[config.mk]
export PLATFORM = sky130hd
export DESIGN_NAME = tl_ul_mmio_arbiter
export DESIGN_NICKNAME = d
export VERILOG_FILES = /design/src/rtl/tl_ul_mmio_arbiter.sv
export SDC_FILE = /design/constraint.sdc
export NUM_CORES = 1
export LEC_CHECK = 0
export CAP_MARGIN = 20
export CELL_PAD_IN_SITES_DETAIL_PLACEMENT = 1
export CELL_PAD_IN_SITES_GLOBAL_PLACEMENT = 1
export CORE_AREA = 2 2 147 149
export CTS_CLUSTER_DIAMETER = 30
export DETAILED_ROUTE_END_ITERATION = 7
export DIE_AREA = 0 0 149 151
export PLACE_DENSITY_LB_ADDON = 0.2
export SLEW_MARGIN = 5
export SYNTH_ARGS = -nofsm -noshare
export SYNTH_HDL_FRONTEND = slang
export SYNTH_SLANG_ARGS = --single-unit
export TNS_END_PERCENT = 20
[constraint.sdc]
create_clock -name clk -period 2.3 [get_ports clk]
set_input_delay 0.345 -clock clk [delete_from_list [all_inputs] [get_ports clk]]
set_output_delay 0.345 -clock clk [all_outputs]
set_load 0.01 [all_outputs]
[src/rtl/tl_ul_mmio_arbiter.sv]
// Two-master single-outstanding TL-UL arbiter with round-robin grant.
// Tags A on source {epoch,grant}, drops stray D, issues denied on timeout.
module tl_ul_mmio_arbiter #(
  parameter int TIMEOUT = 256,
  parameter int CNT_W   = 9
) (
  input  logic        clk,
  input  logic        rst,
  input  logic [2:0]  m0_a_opcode,
  input  logic [2:0]  m0_a_param,
  input  logic [1:0]  m0_a_size,
  input  logic [31:0] m0_a_address,
  input  logic [3:0]  m0_a_mask,
  input  logic [31:0] m0_a_data,
  input  logic        m0_a_corrupt,
  input  logic        m0_a_valid,
  output logic        m0_a_ready,
  output logic [2:0]  m0_d_opcode,
  output logic [1:0]  m0_d_param,
  output logic [1:0]  m0_d_size,
  output logic        m0_d_denied,
  output logic        m0_d_corrupt,
  output logic [31:0] m0_d_data,
  output logic        m0_d_valid,
  input  logic        m0_d_ready,
  input  logic [2:0]  m1_a_opcode,
  input  logic [2:0]  m1_a_param,
  input  logic [1:0]  m1_a_size,
  input  logic [31:0] m1_a_address,
  input  logic [3:0]  m1_a_mask,
  input  logic [31:0] m1_a_data,
  input  logic        m1_a_corrupt,
  input  logic        m1_a_valid,
  output logic        m1_a_ready,
  output logic [2:0]  m1_d_opcode,
  output logic [1:0]  m1_d_param,
  output logic [1:0]  m1_d_size,
  output logic        m1_d_denied,
  output logic        m1_d_corrupt,
  output logic [31:0] m1_d_data,
  output logic        m1_d_valid,
  input  logic        m1_d_ready,
  output logic [2:0]  s_a_opcode,
  output logic [2:0]  s_a_param,
  output logic [1:0]  s_a_size,
  output logic [1:0]  s_a_source,
  output logic [31:0] s_a_address,
  output logic [3:0]  s_a_mask,
  output logic [31:0] s_a_data,
  output logic        s_a_corrupt,
  output logic        s_a_valid,
  input  logic        s_a_ready,
  input  logic [2:0]  s_d_opcode,
  input  logic [1:0]  s_d_param,
  input  logic [1:0]  s_d_size,
  input  logic [1:0]  s_d_source,
  input  logic        s_d_sink,
  input  logic        s_d_denied,
  input  logic [31:0] s_d_data,
  input  logic        s_d_corrupt,
  input  logic        s_d_valid,
  output logic        s_d_ready,
  output logic        err_timeout
);

  typedef enum logic [1:0] {IDLE, A_SEND, D_WAIT, T_RESP} state_e;

  state_e state_q, state_d;
  logic grant_q, grant_d;
  logic prio_q, prio_d;
  logic epoch_q, epoch_d;
  logic get_q, get_d;
  logic err_q, err_d;
  logic [CNT_W-1:0] cnt_q, cnt_d;

  logic a_rdy, d_vld, g_dready, match, unused_sink;
  logic [2:0] d_op;
  logic [1:0] d_par, d_sz;
  logic d_den, d_cor;
  logic [31:0] d_dat;

  assign s_a_opcode  = grant_q ? m1_a_opcode  : m0_a_opcode;
  assign s_a_param   = grant_q ? m1_a_param   : m0_a_param;
  assign s_a_size    = grant_q ? m1_a_size    : m0_a_size;
  assign s_a_address = grant_q ? m1_a_address : m0_a_address;
  assign s_a_mask    = grant_q ? m1_a_mask    : m0_a_mask;
  assign s_a_data    = grant_q ? m1_a_data    : m0_a_data;
  assign s_a_corrupt = grant_q ? m1_a_corrupt : m0_a_corrupt;
  assign s_a_source  = {epoch_q, grant_q};

  assign g_dready    = grant_q ? m1_d_ready : m0_d_ready;
  assign match       = s_d_valid && (s_d_source == {epoch_q, grant_q});
  assign unused_sink = s_d_sink;

  always_comb begin
    state_d   = state_q;
    grant_d   = grant_q;
    prio_d    = prio_q;
    epoch_d   = epoch_q;
    get_d     = get_q;
    cnt_d     = cnt_q;
    err_d     = 1'b0;
    s_a_valid = 1'b0;
    s_d_ready = 1'b1;
    a_rdy     = 1'b0;
    d_vld     = 1'b0;
    d_op      = 3'd0;
    d_par     = 2'd0;
    d_sz      = 2'd0;
    d_den     = 1'b0;
    d_cor     = 1'b0;
    d_dat     = 32'd0;
    unique case (state_q)
      IDLE: begin
        if (m0_a_valid || m1_a_valid) begin
          grant_d = (m0_a_valid && m1_a_valid) ? prio_q : m1_a_valid;
          state_d = A_SEND;
        end
      end
      A_SEND: begin
        s_a_valid = 1'b1;
        a_rdy     = s_a_ready;
        if (s_a_ready) begin
          state_d = D_WAIT;
          cnt_d   = '0;
          get_d   = (s_a_opcode == 3'd4);
        end
      end
      D_WAIT: begin
        cnt_d = cnt_q + 1'b1;
        if (match) begin
          d_vld     = 1'b1;
          d_op      = s_d_opcode;
          d_par     = s_d_param;
          d_sz      = s_d_size;
          d_den     = s_d_denied;
          d_cor     = s_d_corrupt;
          d_dat     = s_d_data;
          s_d_ready = g_dready;
        end
        if (match && g_dready) begin
          state_d = IDLE;
          prio_d  = ~grant_q;
          epoch_d = ~epoch_q;
        end else if (cnt_q == CNT_W'(TIMEOUT - 1)) begin
          state_d = T_RESP;
          err_d   = 1'b1;
        end
      end
      T_RESP: begin
        // Locally generated denied reply; slave D is drained meanwhile
        d_vld = 1'b1;
        d_op  = get_q ? 3'd1 : 3'd0;
        d_sz  = 2'd2;
        d_den = 1'b1;
        d_cor = 1'b1;
        if (g_dready) begin
          state_d = IDLE;
          prio_d  = ~grant_q;
          epoch_d = ~epoch_q;
        end
      end
      default: state_d = IDLE;
    endcase
  end

  assign m0_a_ready   = a_rdy & ~grant_q;
  assign m1_a_ready   = a_rdy &  grant_q;
  assign m0_d_valid   = d_vld & ~grant_q;
  assign m1_d_valid   = d_vld &  grant_q;
  assign m0_d_opcode  = d_op;
  assign m1_d_opcode  = d_op;
  assign m0_d_param   = d_par;
  assign m1_d_param   = d_par;
  assign m0_d_size    = d_sz;
  assign m1_d_size    = d_sz;
  assign m0_d_denied  = d_den;
  assign m1_d_denied  = d_den;
  assign m0_d_corrupt = d_cor;
  assign m1_d_corrupt = d_cor;
  assign m0_d_data    = d_dat;
  assign m1_d_data    = d_dat;
  assign err_timeout  = err_q;

  always_ff @(posedge clk) begin
    if (rst) begin
      state_q <= IDLE;
      grant_q <= 1'b0;
      prio_q  <= 1'b0;
      epoch_q <= 1'b0;
      get_q   <= 1'b0;
      err_q   <= 1'b0;
      cnt_q   <= '0;
    end else begin
      state_q <= state_d;
      grant_q <= grant_d;
      prio_q  <= prio_d;
      epoch_q <= epoch_d;
      get_q   <= get_d;
      err_q   <= err_d;
      cnt_q   <= cnt_d;
    end
  end

endmodule
* Yosys cells after proc, flatten, opt, wreduce, memory -nomap -nowiden
Cells that the tools add are included.
** Cells by class
- Add/subtract/negate cells :: 1
- Equal/unequal tests :: 11
- Mux-type cells :: 43
- Bitwise logic cells :: 7
- Reductions and logical operators :: 13
** Operators with widths (number)
- $mux 32 :: 4
- $mux 2 :: 9
- $pmux 9 s2 :: 1
- $mux 1 :: 16
- $pmux 1 s2 :: 5
- $add 9x1->9 const B :: 1
- $eq 9x8->1 const B :: 1
- $mux 3 :: 3
- $mux 9 :: 1
- $ne 2x2->1 const B :: 4
- $pmux 2 s4 :: 1
- $pmux 3 s2 :: 1
- $reduce_and 2->1 :: 3
- $and 1x1->1 :: 4
- $eq 2x2->1 const B :: 2
- $mux 4 :: 1
- $pmux 2 s2 :: 1
- $reduce_and 4->1 :: 1
- $reduce_bool 2->1 :: 2
- $eq 3x3->1 const B :: 1
- $logic_and 1x1->1 :: 3
- $ne 3x3->1 const B :: 1
- $not 1->1 :: 3
- $reduce_and 3->1 :: 1
- other kinds (5) :: 5
** Storage, ports and cells
- Register bits :: 16
- Logic and storage cells :: 82

* Logic depth before layout (Yosys ltp)
- Depth after elaboration :: 5
- Mapped depth :: 7
- Mapped depth without buffers :: 7

* Worst setup path after synthesis
Ideal clock, no wire load.
- Kind :: register to output
- Start point :: reg grant_q
- End point :: out m1_d_opcode[0]
- Data arrival time :: 1.570 ns
- Required time :: 1.955 ns
- Setup slack :: 0.385 ns
- Cell stages (with the launch flop) :: 8
- Path through :: dfxtp_1 xnor2_1 and3_1 buf_2 clkbuf_1 nand3b_1 a21boi_1 buf_4
** Between the ends
- Longest elaborated chain between the ends :: 4
** RTL lines
- from (decl) :: RTL line 69 : logic grant_q, grant_d;
- from (signal assigned) :: RTL line 196 : grant_q <= grant_d;
- $eq 2x2->1 :: RTL line 92 : assign match = s_d_valid && (s_d_source == {epoch_q, grant_q});
- $logic_and 1x1->1 :: RTL line 92
- $mux 3 :: RTL line 131 : if (match) begin
- $pmux 3 s2 :: RTL line 113 : unique case (state_q)
- to (decl) :: RTL line 35 : output logic [2:0] m1_d_opcode,
No other way between the ends.

* Final worst setup path
- Start point :: reg grant_q
- End point :: out s_a_address[22]
** Between the ends
- Longest elaborated chain between the ends :: 1
** RTL lines
- $mux 32 :: RTL line 85 : assign s_a_address = grant_q ? m1_a_address : m0_a_address;
- to (decl) :: RTL line 47 : output logic [31:0] s_a_address,
No other way between the ends.

==> out/qor.yml <==
dieWidth_um: 149
finalWeightedCongestion: 0.8273
max_stage_delay_ns: 0.49
synthFlopType: "dfxtp_1"
numCtsBuffers: 3
initialDrtViolationCount: 87
dieArea_sq_um: 22500
antenna_cells: 0
hold_violations: 0
ir_drop_mv: 0.2214
track_usage_pct: 15.10
syn_inst: 292
die_h_um: 151
syn_area_sq_um: 2421
slew_headroom_pct: 62.06
vias_per_cell: 3.868
cp-end-kind: "primary output"
rrSetupSlack_ns: 0.45
finClkSkew_ns: 0.001853
p_leak_nw: 3.158
postPlaceCellArea_sq_um: 6257
cp_cell_sequence: "buf_16, mux2_2, clkdlybuf4s50_1"
power_density_nw_per_um2: 281.5
wl_mm: 18.77
hpwlAfterDp_mm: 16.16
path_clk_slew_ns: 0.05
period_share_pct: 100.6
avgSynthCellArea_sq_um: 8.291
cts_tree: "done"
arrival_ns: 1.97
area_growth_pct: 166.1
fin_area_sq_um: 6444
vias: 3470
max_clock_freq_mhz: 432.0
num_rows: 53
clock_latency_ns: 0.25
root_buffer: "clkbuf_16"
synth_nets: 500
cp_top_family: "buffers and inverters"
grt_max_degree: 86
yosysSeqAreaShare_pct: 13.23
layout.nets: 831
fp.coreArea_sq_um: 20820
finalNonFillerCells: 897
clock-sinks: 16
cp.required_ns: 1.96
synth-edff-count: 0
finalSetupViolCount: 1
grt_pass1_wl_mm: 25.22
critPathKind: "flip-flop to primary output"
drc_errors: 0
failed_checks: "setup timing"
num_io_pins: 374
hp-class: "flip-flop to flip-flop"
nFillCells: 2466
grt_pass1_vias: 3716
async_flop_share_pct: 0
port_buffers: 372
cp.buffers_inverters: 2
htree_levels: 1
antenna_found_initial: 2
synth-seq-cells: 16
synth_cell_types: 33
fin_crit_ns: 2.315
hold_buffers: 0
fin_ws_ns: -0.01457
crit_fanout: 85
drt-pass1-iter-count: 3
maxCapViolCount: 0
routedWlPerCell_um: 20.92
drive_gt1_share_pct: 22.83
drtAntennaViolNets: 0
dp_cells: 891
cts_buffer_depth: 2
slew_violations: 0
yosysWarnings: 0
crit_path_start_kind: "flip-flop"
rsz0062_at_grt: "true"
grt-ovfl-total: 0
start_util_pct: 11.63
worst_slew_pin_slew_ns: 0.5674
status: "finished with violations"
slowest_stage: "clkdlybuf4s50_1"
-- logic make-up after synthesis --
| logic type | Yosys count | share of synthesized area [%] |
|---|---|---|
| multiplexers | 81 | 37.62 |
| AO/OA/AOI/OAI | 26 | 6.460 |
| buffers and inverters | 70 | 18.66 |
| flip-flops | 16 | 13.23 |
| AND/OR/NAND/NOR | 95 | 22.27 |
| XOR/XNOR | 2 | 0.7236 |
| adder cells (fa/ha/maj) | 2 | 1.033 |
-- sequential cells by signal, summed over array words and instances (netlist names) --
name / cells
prio_q: 1
err_timeout: 1
get_q: 1
epoch_q: 1
state_q: 2
grant_q: 1
cnt_q: 9
-- per-layer routing --
| layer | share of wire [%] | routed length [um] | GRT usage, % | up-vias |
|---|---|---|---|---|
| li1 | - | - | - | 1662 |
| met2 | 56 | 10500 | 30.99 | 152 |
| met1 | 34 | 6357 | 15.08 | 1635 |
| met5 | 0.14 | 27 | 0 | - |
| met3 | 8.3 | 1564 | 4.518 | 17 |
| met4 | 1.7 | 316 | 2.238 | 4 |
-- synth_stat cells, types with 2 or more instances --
cell type  instances  area (sq um)
clkbuf_1          12         45.04
nor2_1            22         82.58
o21ai_0            4         20.02
and3_1            38         237.7
nor2b_1            8         50.05
dfxtp_1           16         320.3
mux2_2            80         900.9
a21oi_1           12         60.06
buf_2             10         50.05
ha_1               2         25.02
a211oi_1           3         22.52
nor3_1             3         15.01
nand2_1            7         26.28
buf_4             43         322.8
a31oi_1            2         12.51
nand3b_1           3         22.52
buf_6              2         22.52
nand3_1            6         30.03
inv_1              3         11.26
nor3b_1            2         15.01
xnor2_1            2         17.52
-- final timing paths --
path                           to     start  cells past startpoint
setup / recovery  s_a_address[22]   grant_q                      3
hold / removal           cnt_q[1]  cnt_q[1]                      2
setup reg to reg          epoch_q   grant_q                      5
hold reg to reg          cnt_q[1]  cnt_q[1]                      2
-- power breakdown --
part           switching, W  internal [W]
logic              0.000420      0.000711
registers         0.0000147      0.000286
clock network      0.000118      0.000265
total              0.000552       0.00126
-- through the flow --
| step | hold WS, ns | utilization, % | total power [W] | setup WS [ns] | TNS (ns) |
|---|---|---|---|---|---|
| floorplan | 0.4568 | - | 0.0006949 | 0.3847 | 0 |
| global placement | 0.4782 | 30.05 | 0.001469 | -0.3215 | -20.99 |
| detailed placement | 0.4873 | 30.05 | 0.001479 | -0.3818 | -23.27 |
| CTS | 0.4978 | 30.30 | 0.001865 | -0.1135 | -1.468 |
| global route | 0.5186 | 30.95 | 0.001902 | -0.05206 | -0.05753 |
| finish | 0.4984 | 30.95 | 0.001814 | -0.01457 | -0.01457 |
-- layout make-up --
class	count	area (sq um)	area share, %
inverter	3	11.26	0.1748
sequential	16	324.1	5.029
tap	275	344.1	5.340
clock buffer	4	88.84	1.379
timing repair buffer	393	3975	61.69
multi-input combinational	206	1700	26.39
-- cells in the final DEF, fill, tap and decap left out, types with 8 or more instances in the layout --
master / Yosys / layout
a21oi_1: 12 / 12
and3_1: 38 / 32
buf_4: 43 / 15
clkdlybuf4s15_1: 0 / 8
clkdlybuf4s15_2: 0 / 12
clkdlybuf4s50_1: 0 / 223
dfxtp_1: 16 / 15
dlygate4sd2_1: 0 / 68
dlymetal6s2s_1: 0 / 49
mux2_2: 80 / 80
nor2_1: 22 / 22
-- worst min-delay path, delay by kind of cell, from the launching register on --
kind | cells | cell delay, ns
flops | 1 | 0.32
compound gates | 1 | 0.06
simple gates | 1 | 0.07
-- what timing repair did --
item,4_1_cts,5_1_grt
resized for setup,159,62
endpoints found under the setup margin,117,119
hold endpoints to repair,0,0
cloned,1,0
pin swaps,2,1
setup buffers,1,0
No activity file was read; power rests on OpenSTA's default activity.
